--- config.mk ---
export PLATFORM = sky130hd
export DESIGN_NAME = fxp8s_pe_seq
export DESIGN_NICKNAME = d
export VERILOG_FILES = /design/src/rtl/fxp8s_pe_seq.sv
export SDC_FILE = /design/constraint.sdc
export NUM_CORES = 1
export LEC_CHECK = 0
export BUFFER_PORTS_ARGS = -buffer_cell sky130_fd_sc_hd__buf_4
export CORE_MARGIN = 3
export CORE_UTILIZATION = 45
export CTS_BUF_LIST = sky130_fd_sc_hd__clkbuf_8
export DETAILED_ROUTE_END_ITERATION = 16
export GPL_TIMING_DRIVEN = 0
export PLACE_DENSITY = 0.78
export SYNTH_ARGS = -nofsm -noshare
export SYNTH_HDL_FRONTEND = slang
export SYNTH_SLANG_ARGS = --single-unit
--- constraint.sdc ---
create_clock -name clk -period 4.1 [get_ports clk]
set_clock_uncertainty 0.1 [all_clocks]
set_input_delay 0.205 -clock clk [delete_from_list [all_inputs] [get_ports clk]]
set_output_delay 0.205 -clock clk [all_outputs]
set_load 0.03 [all_outputs]
--- src/rtl/fxp8s_pe_seq.sv ---
// Sequencer for a 3x3 fxp8s matrix-multiply PE array: streams A then B from
// operand memory into the array, then drains the 9 results back to memory.
module fxp8s_pe_seq (
   input  logic       clk,
   input  logic       rst,
   input  logic       start,
   input  logic [7:0] a_addr,
   input  logic [7:0] b_addr,
   input  logic [7:0] c_addr,
   output logic       busy,
   output logic       done,
   output logic       mem_rd_en,
   output logic [7:0] mem_rd_addr,
   input  logic [7:0] mem_rd_data,
   output logic       mem_wr_en,
   output logic [7:0] mem_wr_addr,
   output logic [7:0] mem_wr_data,
   output logic       pe_en_in,
   input  logic       pe_rdy_in,
   output logic       pe_in_mat,
   output logic [7:0] pe_in_data,
   input  logic       pe_en_out,
   output logic       pe_rdy_out,
   input  logic [7:0] pe_out_data
);

   typedef enum logic [2:0] {
      S_IDLE,
      S_RD,
      S_CAP,
      S_SEND,
      S_DRAIN,
      S_DONE
   } state_t;

   localparam logic [4:0] NUM_A     = 5'd9;
   localparam logic [4:0] LAST_IDX  = 5'd17;
   localparam logic [3:0] LAST_OIDX = 4'd8;

   state_t     state_q, state_d;
   logic [4:0] idx_q, idx_d;
   logic [3:0] oidx_q, oidx_d;
   logic [7:0] hold_q, hold_d;
   logic [7:0] a_q, a_d;
   logic [7:0] b_q, b_d;
   logic [7:0] c_q, c_d;

   logic       is_b;
   logic [4:0] rd_off;

   always_ff @(posedge clk) begin
      if (rst) begin
         state_q <= S_IDLE;
         idx_q   <= 5'd0;
         oidx_q  <= 4'd0;
         hold_q  <= 8'h00;
         a_q     <= 8'h00;
         b_q     <= 8'h00;
         c_q     <= 8'h00;
      end else begin
         state_q <= state_d;
         idx_q   <= idx_d;
         oidx_q  <= oidx_d;
         hold_q  <= hold_d;
         a_q     <= a_d;
         b_q     <= b_d;
         c_q     <= c_d;
      end
   end

   // Elements 0..8 come from A, 9..17 from B; offsets wrap modulo 256.
   assign is_b   = (idx_q >= NUM_A);
   assign rd_off = is_b ? (idx_q - NUM_A) : idx_q;

   always_comb begin
      state_d     = state_q;
      idx_d       = idx_q;
      oidx_d      = oidx_q;
      hold_d      = hold_q;
      a_d         = a_q;
      b_d         = b_q;
      c_d         = c_q;
      busy        = (state_q != S_IDLE);
      done        = 1'b0;
      mem_rd_en   = 1'b0;
      mem_rd_addr = (is_b ? b_q : a_q) + {3'b000, rd_off};
      mem_wr_en   = 1'b0;
      mem_wr_addr = c_q + {4'h0, oidx_q};
      mem_wr_data = pe_out_data;
      pe_en_in    = 1'b0;
      pe_in_mat   = is_b;
      pe_in_data  = hold_q;
      pe_rdy_out  = 1'b0;

      case (state_q)
         S_IDLE: begin
            if (start) begin
               state_d = S_RD;
               idx_d   = 5'd0;
               oidx_d  = 4'd0;
               a_d     = a_addr;
               b_d     = b_addr;
               c_d     = c_addr;
            end
         end
         S_RD: begin
            mem_rd_en = 1'b1;
            state_d   = S_CAP;
         end
         S_CAP: begin
            hold_d  = mem_rd_data;
            state_d = S_SEND;
         end
         S_SEND: begin
            pe_en_in = 1'b1;
            // idx stays at 17 after the final element; it is cleared on the next start.
            if (pe_rdy_in) begin
               if (idx_q == LAST_IDX) begin
                  state_d = S_DRAIN;
               end else begin
                  idx_d   = idx_q + 5'd1;
                  state_d = S_RD;
               end
            end
         end
         S_DRAIN: begin
            pe_rdy_out = 1'b1;
            if (pe_en_out) begin
               mem_wr_en = 1'b1;
               if (oidx_q == LAST_OIDX) begin
                  state_d = S_DONE;
               end else begin
                  oidx_d = oidx_q + 4'd1;
               end
            end
         end
         S_DONE: begin
            done    = 1'b1;
            state_d = S_IDLE;
         end
         default: state_d = S_IDLE;
      endcase

      // Reset takes effect on the strobes in the same cycle, so an abort never
      // lets a last write or transfer slip out before the state register clears.
      if (rst) begin
         busy       = 1'b0;
         done       = 1'b0;
         mem_rd_en  = 1'b0;
         mem_wr_en  = 1'b0;
         pe_en_in   = 1'b0;
         pe_rdy_out = 1'b0;
      end
   end

endmodule

-- After elaboration in Yosys (flattened, before gate mapping)
Cells that the tools add are included.
W data, S select, Z words.
- output and inout port bits: 39
- logic and storage cells: 62
- bits of input ports: 45
- bits in latches: 0
- memories kept: 0
- bits in writable memories: 0
- bits in registers: 44
- memory bits (read-only): 0
- shift-type cells: 0
- bitwise operators: 0
- multipliers: 0
- equal/unequal tests: 13
- $add $sub $neg: 5
- muxes and demuxes: 28
- reduce and logical (&&, ||, !) cells: 8
- order comparisons: 1
- divide/modulo/power cells: 0
- operators by type and width (operator ; count):
    $mux W5 ; 4
    $mux W3 ; 5
    $pmux W3 S5 ; 1
    $mux W1 ; 12
    $mux W4 ; 3
    $ne A2 B2 Y1 const B ; 6
    $reduce_and A4 Y1 ; 3
    $pmux W5 S2 ; 1
    $add A8 B4 Y8 ; 1
    $add A8 B5 Y8 ; 1
    $mux W8 ; 1
    $pmux W4 S2 ; 1
    $eq A3 B2 Y1 const B ; 2
    $eq A3 B3 Y1 const B ; 2
    $add A5 B1 Y5 const B ; 1
    $eq A5 B5 Y1 const B ; 1
    $ge A5 B4 Y1 const B ; 1
    $sub A5 B4 Y5 const B ; 1
    $add A4 B1 Y4 const B ; 1
    $eq A4 B4 Y1 const B ; 1
    $reduce_bool A2 Y1 ; 2
    $eq A3 B1 Y1 const B ; 1
    $logic_not A3 Y1 ; 1
    $reduce_bool A3 Y1 ; 1
    $reduce_and A2 Y1 ; 1

-- Logic depth before layout (Yosys ltp)
Gate-level depths: netlist of run 1.
- word-level depth: 4
- gate-level depth with buffers: 15
- depth with buffers taken out: 15

-- Worst setup path before layout of run 1
OpenSTA, ideal clock, no wires.
- kind: reg-to-output
- start point: register idx_q[1]
- end point: output mem_rd_addr[6]
- buffers on the path: 0
- data arrival time: 3.240 ns
- cell stages (with the launch flop): 15
- slack: 0.555 ns
- data required time: 3.795 ns
- cells stage by stage: dfxtp_1 > inv_1 > ha_1 > o41ai_1 > and2b_1 > clkinv_1 > nand2_1 > a21boi_2 > inv_1 > fa_1 > nor2b_1 > o31a_1 > or2_2 > a21oi_1 > o22ai_1
- cells in the longest elaborated chain, start to end: 3
- elaborated cells between the ends (all ways): 5
- classes of those cells: add/sub: 2; order compare: 1; mux: 2
- ends and longest elaborated chain (element ; line ; source):
    start: declaration ; 41 ; logic [4:0] idx_q, idx_d;
    start signal: assignment ; 62 ; idx_q <= idx_d;
    $ge A5 B4 Y1 (*) ; 72 ; assign is_b = (idx_q >= NUM_A);
    named net pe_in_mat ; 20 ; output logic pe_in_mat,
    $mux W8 / $mux W5 (equally long branches) ; 86, 73 ;
    $add A8 B5 Y8 (*) ; 86 ; mem_rd_addr = (is_b ? b_q : a_q) + {3'b000, rd_off};
    end: declaration ; 13 ; output logic [7:0] mem_rd_addr,
Mark *: on every way through the listed nets, which the timed path passes. The rest lies on a longest branch.

-- Worst setup path after layout of run 1
- start point: register idx_q[1]
- end point: output mem_rd_addr[6]
- cells in the longest elaborated chain, start to end: 3
- elaborated cells between the ends (all ways): 5
- classes of those cells: add/sub: 2; order compare: 1; mux: 2
- ends and longest elaborated chain (element ; line):
    $sub A5 B4 Y5 / $ge A5 B4 Y1 (equally long branches) ; 73, 72
    $mux W5 / $mux W8 (equally long branches) ; 73, 86
    $add A8 B5 Y8 (*) ; 86
Every way passes the cells marked *; elsewhere a longest branch is shown, timed or not.

==> results.cfg, run 1 <==
[run_status]
status = completed

[finish]
instances_no_fill = 489
finish.utilization_pct = 62.77
nNetsFinal = 479
antennaDiodeCount = 0
final_area_um2 = 3328
syn_to_final_growth_pct = 30.33
fillCellCount = 509
final_layout_size_suffix_gt1_share_pct = 26.25

[sta]
max_freq_mhz = 263.3
finalCritPeriodShare_pct = 92.64
timing.final.ws_setup_ns = 0.3018
tightest_slew_ns = 0.5165
finalSetupViolations = 0
finalHoldWorstSlack_ns = 0.03861
hold_violations = 0
finalMaxSlewViolations = 0
min_period_ns = 3.798
slew_headroom_pct = 65.44
setup_tns_ns = 0

[clock_network]
path_clk_slew_ns = 0.09
clk_latency_ns = 0.30
cts_tree = done
clockBufferDepth = 2
cts_max_level = 2
cts-root-buf = clkbuf_8
cts_hold_buf = 0
cts_buffers = 5
cts_sinks = 44

[floorplan]
die_area_um2 = 6615
core_um2 = 5303
num_rows = 26
start_util_pct = 48.16
top_level_ports = 84
die_w_um = 81.33
die_h_um = 81.33

[pwr]
power.total_mw = 1.086
max-vdd-ir-drop_v = 0.0002289
pwr_density_cell_nw_per_um2 = 326.4
p_leak_nw = 1.475

[route]
drtIter0Drc = 173
antenna_left = 0
viasPerCell = 5.102
vias = 2495
wl_mm = 6.367
remaining_drc_errors = 0
avgRoutedWirePerCell_um = 13.02
first_pass_iters = 4

[synth]
syn_inst = 335
avgSynthCellArea_um2 = 7.623
synth-async-reset-ratio_pct = 0
synth_top_area_share_pct = 34.49
synth_top_area_cell = dfxtp_1
synth_edf_count = 0
netlist_top_cells_area = dfxtp_1, nand2_1, a21oi_1
yosysSeqAreaShare_pct = 34.49
synth_ff_type = dfxtp_1
ys_warn_count = 0
yosys.cell_types.count = 43
synthesis.area_um2 = 2554
mappedNetlistNets = 396
ys_seq_elements = 44

[critical_path]
reg2reg_depth = 7
reg2reg_from = idx_q[1]
critPathLaunchType = flip-flop
criticalPathCategory = flip-flop to output pin
critical_path_arrival_ns = 3.49
required_ns = 3.80
path_max_fanout = 10
end_kind = output pin
worstSetupStartpoint = idx_q[1]

[worst_hold_path]
worst_hold_startpoint = mem_rd_data[5]
whs_path_depth = 3
hold_class = primary input to flip-flop

[placement]
place_area_um2 = 3197
dp_cells = 479
dpl_worst_slack_ns = 0.4858
place_congestion = 0.8592
dp_hpwl_mm = 4.826
io_buffers = 74

[global_routing]
grt_pass1_vias = 2424
grt_max_degree = 15
grt_pass1_wl_mm = 10.50
antenna_found_initial = 0
grt_use_total_pct = 20.38
grt-ovfl-total = 0

[run]
drv_cap = 0
[state kept, by name, summed over array words and instances (netlist names)]
signal / count
c_q: 8
a_q: 8
state_q: 3
b_q: 8
idx_q: 5
pe_in_data: 8
oidx_q: 4
[layout make-up]
cell class              count  area [um^2]  share of cell area, %
clock buffers               5        68.82                  2.068
repair buffers             76        570.5                  17.14
multi-input cells         251         1468                  44.10
flip-flops and latches     44        882.1                  26.50
plain buffers              27        156.4                  4.699
inverters                  13        52.55                  1.579
clock inverters             3        42.54                  1.278
well taps                  70        87.58                  2.632
[routing by layer]
layer | global-route usage (%) | share of wire (%) | vias up
met5 | 0 | 0 | -
met4 | 7.264 | 1.8 | 0
met3 | 5.322 | 7.7 | 9
met2 | 34.77 | 47 | 79
met1 | 24.54 | 43 | 1132
li1 | - | - | 1275
[layout by cell type, fill, tap and decap left out, types with 6 or more instances in the layout]
cell       n
inv_1     12
ha_1      14
buf_4     85
dfxtp_1   43
nor2_1    18
xor2_1     8
xnor2_1    8
clkbuf_1  11
nor3_1     6
nand2_1   85
a21oi_1   42
o21ai_0   16
[power by group]
| part | switching (mW) | internal (mW) |
|---|---|---|
| clock network | 0.153 | 0.180 |
| logic | 0.167 | 0.114 |
| registers | 0.0164 | 0.455 |
| total | 0.337 | 0.749 |
[logic make-up (layout without fill, tap and decap cells)]
group           Yosys count  after routing  synth area share, %
simple gates            141            141                24.94
compound gates           73             73                16.66
flops                    44             44                34.49
buf+inv                  40            124                8.035
fa+ha+maj                16             16                8.427
xor+xnor                 16             16                5.488
mux                       5              5                1.960
[synthesized netlist by cell type (2+ instances only)]
| cell | count |
|---|---|
| clkbuf_1 | 11 |
| buf_6 | 2 |
| inv_1 | 12 |
| and3_1 | 2 |
| o21a_1 | 2 |
| buf_2 | 5 |
| dfxtp_1 | 44 |
| nor2_1 | 18 |
| a21oi_1 | 42 |
| a211oi_1 | 3 |
| and2_1 | 2 |
| nand2_1 | 85 |
| a21o_1 | 2 |
| buf_4 | 9 |
| xnor2_1 | 8 |
| mux2i_1 | 5 |
| fa_1 | 2 |
| nand4_1 | 4 |
| nor3_1 | 6 |
| or2_2 | 2 |
| xor2_1 | 8 |
| nand3_1 | 4 |
| nand2b_1 | 5 |
| ha_1 | 14 |
| o21ai_0 | 16 |
| nor2b_1 | 5 |
[path summary, 6_finish.rpt]
check	to	slack, ns
min reg2reg	b_q[1]	0.36
min	pe_in_data[5]	0.04
max	mem_rd_addr[6]	0.30
max reg2reg	idx_q[4]	2.27
[critical path, stage by stage, from the launching register on]
cell	delay (ns)
dfxtp_2	0.40
inv_1	0.10
ha_1	0.21
o41ai_1	0.21
and2b_1	0.26
buf_4	0.22
xnor2_1	0.14
ha_1	0.23
inv_1	0.07
fa_1	0.40
nor2b_1	0.17
o31a_1	0.20
or2_2	0.14
a21oi_1	0.06
o22ai_1	0.18
buf_4	0.19
[what timing repair did]
action | in CTS | in global routing
setup buffers | 0 | 2
endpoints found under the setup margin | 0 | 2
gates resized for setup | 0 | 2
(Power assumes the default switching activity.)
==> run 2: changes to the inputs <==
Settings changed: REMOVE_ABC_BUFFERS set to 1.
==> run 2 against run 1 <==
Against the previous run: first-iteration DRC count decreased by 6.4%; sequential cell count stayed put; core utilization down 3.6 points; worst setup slack worse by 0.038 ns; global-route usage decreased by 1.9 points; power is 1.3% higher; critical path type unchanged; highest routed layer unchanged.
==> results.cfg, run 2 (synthesized netlist as in run 1, its figures left out) <==
[pwr]
p_leak_nw = 1.366
combPwrFrac_pct = 21.3
switching_power_uw = 312.4
p_sw_share_pct = 28.38
seqPwrFrac_pct = 43.8
p_int_uw = 788.3
clock_power_share_pct = 34.9
max-vdd-ir-drop_v = 0.0002110
pwr_density_cell_nw_per_um2 = 351.0

[floorplan]
core_um2 = 5303
die_h_um = 81.33
die_area_um2 = 6615
die_w_um = 81.33
num_rows = 26
start_util_pct = 48.16
top_level_ports = 84

[finish]
nNetsFinal = 445
syn_to_final_growth_pct = 22.78
antennaDiodeCount = 0
layout_commonest_cell = nand2_1
final_layout_size_suffix_gt1_share_pct = 22.40
layout_common_cells = nand2_1, buf_4, dfxtp_1
fillCellCount = 503
final_area_um2 = 3136
finish.utilization_pct = 59.13

[sta]
tightest_slew_ns = 0.9488
min_period_ns = 3.837
hold_violations = 0
timing.final.ws_setup_ns = 0.2634
setup_tns_ns = 0
finalSetupViolations = 0
finalMaxSlewViolations = 0
finalCritPeriodShare_pct = 93.57
slew_headroom_pct = 36.74
max_freq_mhz = 260.7

[clock_network]
path_clk_slew_ns = 0.09
cts_buffers = 5
clockBufferDepth = 2
cts_tree = done
cts_sinks = 44
clk_latency_ns = 0.30
cts-root-buf = clkbuf_8
cts_hold_buf = 0
cts_max_level = 2

[global_routing]
grt_max_degree = 46
grt_pass1_wl_mm = 9.597
antenna_found_initial = 0
grt-ovfl-total = 0
grt_use_total_pct = 18.45
grt_pass1_vias = 2137

[route]
avgRoutedWirePerCell_um = 12.96
drtIter0Drc = 162
antenna_left = 0
wl_mm = 5.886
vias = 2362
viasPerCell = 5.203
remaining_drc_errors = 0
first_pass_iters = 4

[placement]
dpl_worst_slack_ns = 0.09743
place_area_um2 = 2988
place_congestion = 0.8099
io_buffers = 67
dp_hpwl_mm = 4.152

[critical_path]
path_max_fanout = 9
required_ns = 3.80
critical_path_arrival_ns = 3.53
critPathLaunchType = flip-flop
end_kind = output pin
criticalPathCategory = flip-flop to output pin

[run_status]
status = completed

[worst_hold_path]
hold_class = primary input to flip-flop

[run]
drv_cap = 0
run 2: cell types whose count changed in the layout (fill, tap and decap cells not counted):
| cell | before | now |
|---|---|---|
| buf_4 | 85 | 69 |
| clkbuf_1 | 11 | 0 |
| buf_2 | 5 | 0 |
| buf_6 | 2 | 0 |
| clkinvlp_4 | 2 | 0 |
| and2b_1 | 1 | 0 |
| and2b_4 | 0 | 1 |
| bufinv_16 | 1 | 2 |
| dfxtp_1 | 43 | 44 |
| dfxtp_2 | 1 | 0 |
run 2: critical path, stage by stage (launching register included):
cell	delay, ns
dfxtp_1	0.46
inv_1	0.13
ha_1	0.22
o41ai_1	0.32
and2b_4	0.25
clkinv_2	0.14
nand2_1	0.10
a21boi_2	0.19
inv_1	0.08
fa_1	0.45
nor2b_1	0.17
o31a_1	0.17
or2_2	0.13
a21oi_1	0.06
o22ai_1	0.18
buf_4	0.19
run 2: repair_timing:
action                                 4_1_cts  5_1_grt
endpoints found under the hold margin        0        0
gates resized for setup                      2        1
pin swaps                                    0        0
setup endpoints to repair                    3        3
buffers inserted                             0        2
run 2: final timing paths:
| check | slack [ns] | startpoint | depth (start not counted) | end |
|---|---|---|---|---|
| setup reg to reg | 1.92 | state_q[0] | 5 | idx_q[0] |
| setup / recovery | 0.26 | idx_q[1] | 15 | mem_rd_addr[6] |
| hold / removal | 0.04 | b_addr[1] | 3 | b_q[1] |
| hold reg to reg | 0.36 | b_q[4] | 2 | b_q[4] |
run 2: power groups by stage:
stage	Combinational [mW]	Sequential, mW	Clock, mW
2_1_floorplan	0.133	0.496	0
3_3_place_gp	0.230	0.490	0
3_5_place_dp	0.235	0.491	0
4_1_cts	0.236	0.481	0.391
5_1_grt	0.256	0.486	0.406
6_report	0.234	0.482	0.384
run 2: through the flow:
stage	total power, mW	cells	hold slack, ns
after global placement	0.7198	445	0.3103
after detailed placement	0.7258	445	0.3103
final	1.101	454	0.04167
after CTS	1.108	452	0.03877
after global routing	1.149	454	0.03762
after floorplan	0.6288	308	0.1741
run 2: final cells by class:
| type | count | area [um^2] | area share (%) |
|---|---|---|---|
| inverter | 13 | 50.05 | 1.596 |
| clock inverter | 2 | 60.06 | 1.915 |
| tap | 70 | 87.58 | 2.793 |
| clock buffer | 5 | 68.82 | 2.195 |
| timing repair buffer | 69 | 518.0 | 16.52 |
| sequential | 44 | 880.8 | 28.09 |
| multi-input combinational | 251 | 1470 | 46.89 |
run 2: metal layers:
layer	share of wire, %	global-route usage (%)
met1	44	22.84
met2	50	30.86
met3	5.2	4.767
met4	1.3	6.419
met5	0	0
==> run 3: changes to the inputs <==
Settings changed: PLACE_DENSITY 0.78 to 0.81.
Clock period 4.1 ns to 3.4 ns, I/O delays scaled along.
==> run 3 against run 2 <==
Against the previous run: the flow now finishes with violations (setup timing); die area is the same; global-route usage grew 0.80 points; non-clock buffer count grew 10; power grew 17%; final area grew 5.1%; routed wire length grew 7.0%; core utilization grew 3.0 points; clock power grew 11%; worst setup slack lost 0.28 ns; highest routed layer unchanged.
==> results.cfg, run 3 (synthesized netlist as in run 1, its figures left out) <==
[floorplan]
top_level_ports = 84
die_h_um = 81.33
die_w_um = 81.33
num_rows = 26
start_util_pct = 48.16
core_um2 = 5303
die_area_um2 = 6615

[clock_network]
cts-root-buf = clkbuf_8
cts_hold_buf = 0
clockBufferDepth = 2
cts_buffers = 5
path_clk_slew_ns = 0.09
cts_sinks = 44
cts_max_level = 2
cts_tree = done
clk_latency_ns = 0.30

[sta]
timing.final.ws_setup_ns = -0.01418
finalMaxSlewViolations = 0
rsz0062_at_grt = yes
setup_tns_ns = -0.01418
finalSetupViolations = 1
min_period_ns = 3.414
hold_violations = 0
finalCritPeriodShare_pct = 100.4
tightest_slew_ns = 0.9579
max_freq_mhz = 292.9
slew_headroom_pct = 36.14

[critical_path]
worstSetupStartpoint = idx_q[1]
crit_buf_inv = 4
critPathLaunchType = flip-flop
criticalPathCategory = flip-flop to output pin
required_ns = 3.13
reg2reg_from = state_q[0]
crit_slowest_cell = dfxtp_4
max_stage_delay_ns = 0.36
cpLargestDelayFamily = compound AO/OA/AOI/OAI gates
path_max_fanout = 6
path_cells = buf_6 -> o41ai_2 -> and2b_2 -> buf_6 -> xnor2_2 -> ha_2 -> inv_2 -> fa_2 -> nor2b_2 -> o31a_1 -> or2_4 -> a21oi_2 -> o22ai_1 -> buf_4
end_kind = output pin
critical_path_arrival_ns = 3.14
crit_top_cell = buf_6

[finish]
fillCellCount = 469
ff_latch_area_um2 = 888.4
layout_common_cells = nand2_1, buf_4, dfxtp_1
layout_commonest_cell = nand2_1
syn_to_final_growth_pct = 29.10
multi_input_area_um2 = 1545
nNetsFinal = 455
antennaDiodeCount = 0
final_layout_size_suffix_gt1_share_pct = 28.86

[route]
antenna_left = 0
first_pass_iters = 4
avgRoutedWirePerCell_um = 13.55
wl_mm = 6.299
drtIter0Drc = 171
remaining_drc_errors = 0
viasPerCell = 5.202
vias = 2419

[pwr]
p_leak_nw = 1.437
max-vdd-ir-drop_v = 0.0002974
pwr_density_cell_nw_per_um2 = 392.0

[placement]
dpl_worst_slack_ns = -0.5193
io_buffers = 67
place_congestion = 0.8031
dp_hpwl_mm = 4.190

[run_status]
status = finished with violations
violations = setup timing

[run]
drv_cap = 0

[global_routing]
grt_pass1_wl_mm = 10.03
grt-ovfl-total = 0
grt_use_total_pct = 19.25
grt_max_degree = 46
antenna_found_initial = 0
grt_pass1_vias = 2250

[worst_hold_path]
hold_class = primary input to flip-flop
worst_hold_startpoint = b_addr[7]
run 3: cell types whose count changed in the layout (fill, tap and decap cells not counted), sizes merged:
cell,before,now
buf,69,79
bufinv,2,1
clkbuf,5,6
clkinv,1,2
run 3: timing repair:
| action | 4_1_cts | 5_1_grt |
|---|---|---|
| setup buffers | 6 | 6 |
| setup endpoints to repair | 7 | 4 |
| pin swaps | 2 | 5 |
| gates cloned | 0 | 0 |
| resized for setup | 15 | 12 |
run 3: worst paths after layout:
check                                       to  slack, ns  cells after the start
worst max-delay path            mem_rd_addr[6]      -0.01                     14
worst min-delay path                    b_q[7]       0.01                      3
worst max register to register        idx_q[0]       1.20                      5
worst min register to register          b_q[7]       0.36                      2
run 3: final cells by class:
class / instances / share of cell area, %
Clock buffer: 6 / 2.505
Clock inverter: 2 / 1.176
Inverter: 13 / 1.632
Multi-Input combinational cell: 251 / 46.87
Sequential cell: 44 / 26.94
Tap cell: 70 / 2.657
Timing Repair Buffer: 79 / 18.22
run 3: through the flow:
step                      total power [mW]  hold WS [ns]  instances  util (%)  instance area [um^2]
after floorplan                     0.7583        0.1391        308         -                  2397
after global placement              0.8674        0.2403        445     56.35                  2988
after detailed placement            0.8743        0.2403        445     56.35                  2988
after CTS                            1.298      0.003332        459     60.41                  3203
after global routing                 1.354      0.009808        465     62.18                  3297
final                                1.292       0.01181        465     62.18                  3297
run 3: layer usage:
layer	GRT usage [%]	vias up	wire length, um
met1	21.82	1129	2701
met5	0	-	0
met2	35.10	51	3275
met4	6.926	0	113
met3	4.102	9	209
li1	-	1230	-
run 3: worst reg2reg max path, stage by stage, from the launching register on:
cell and delay [ns]:
dfxtp_1 0.48, nor3_1 0.28, and2_1 0.80, nor2_1 0.17
mux2i_1 0.19, nor2_1 0.05
run 3: report_power, final:
part           internal, mW  leakage [nW]  total [mW]  switching (mW)
registers             0.548         0.360       0.580          0.0328
clock network         0.240        0.0614       0.426           0.186
logic                 0.115          1.02       0.286           0.170
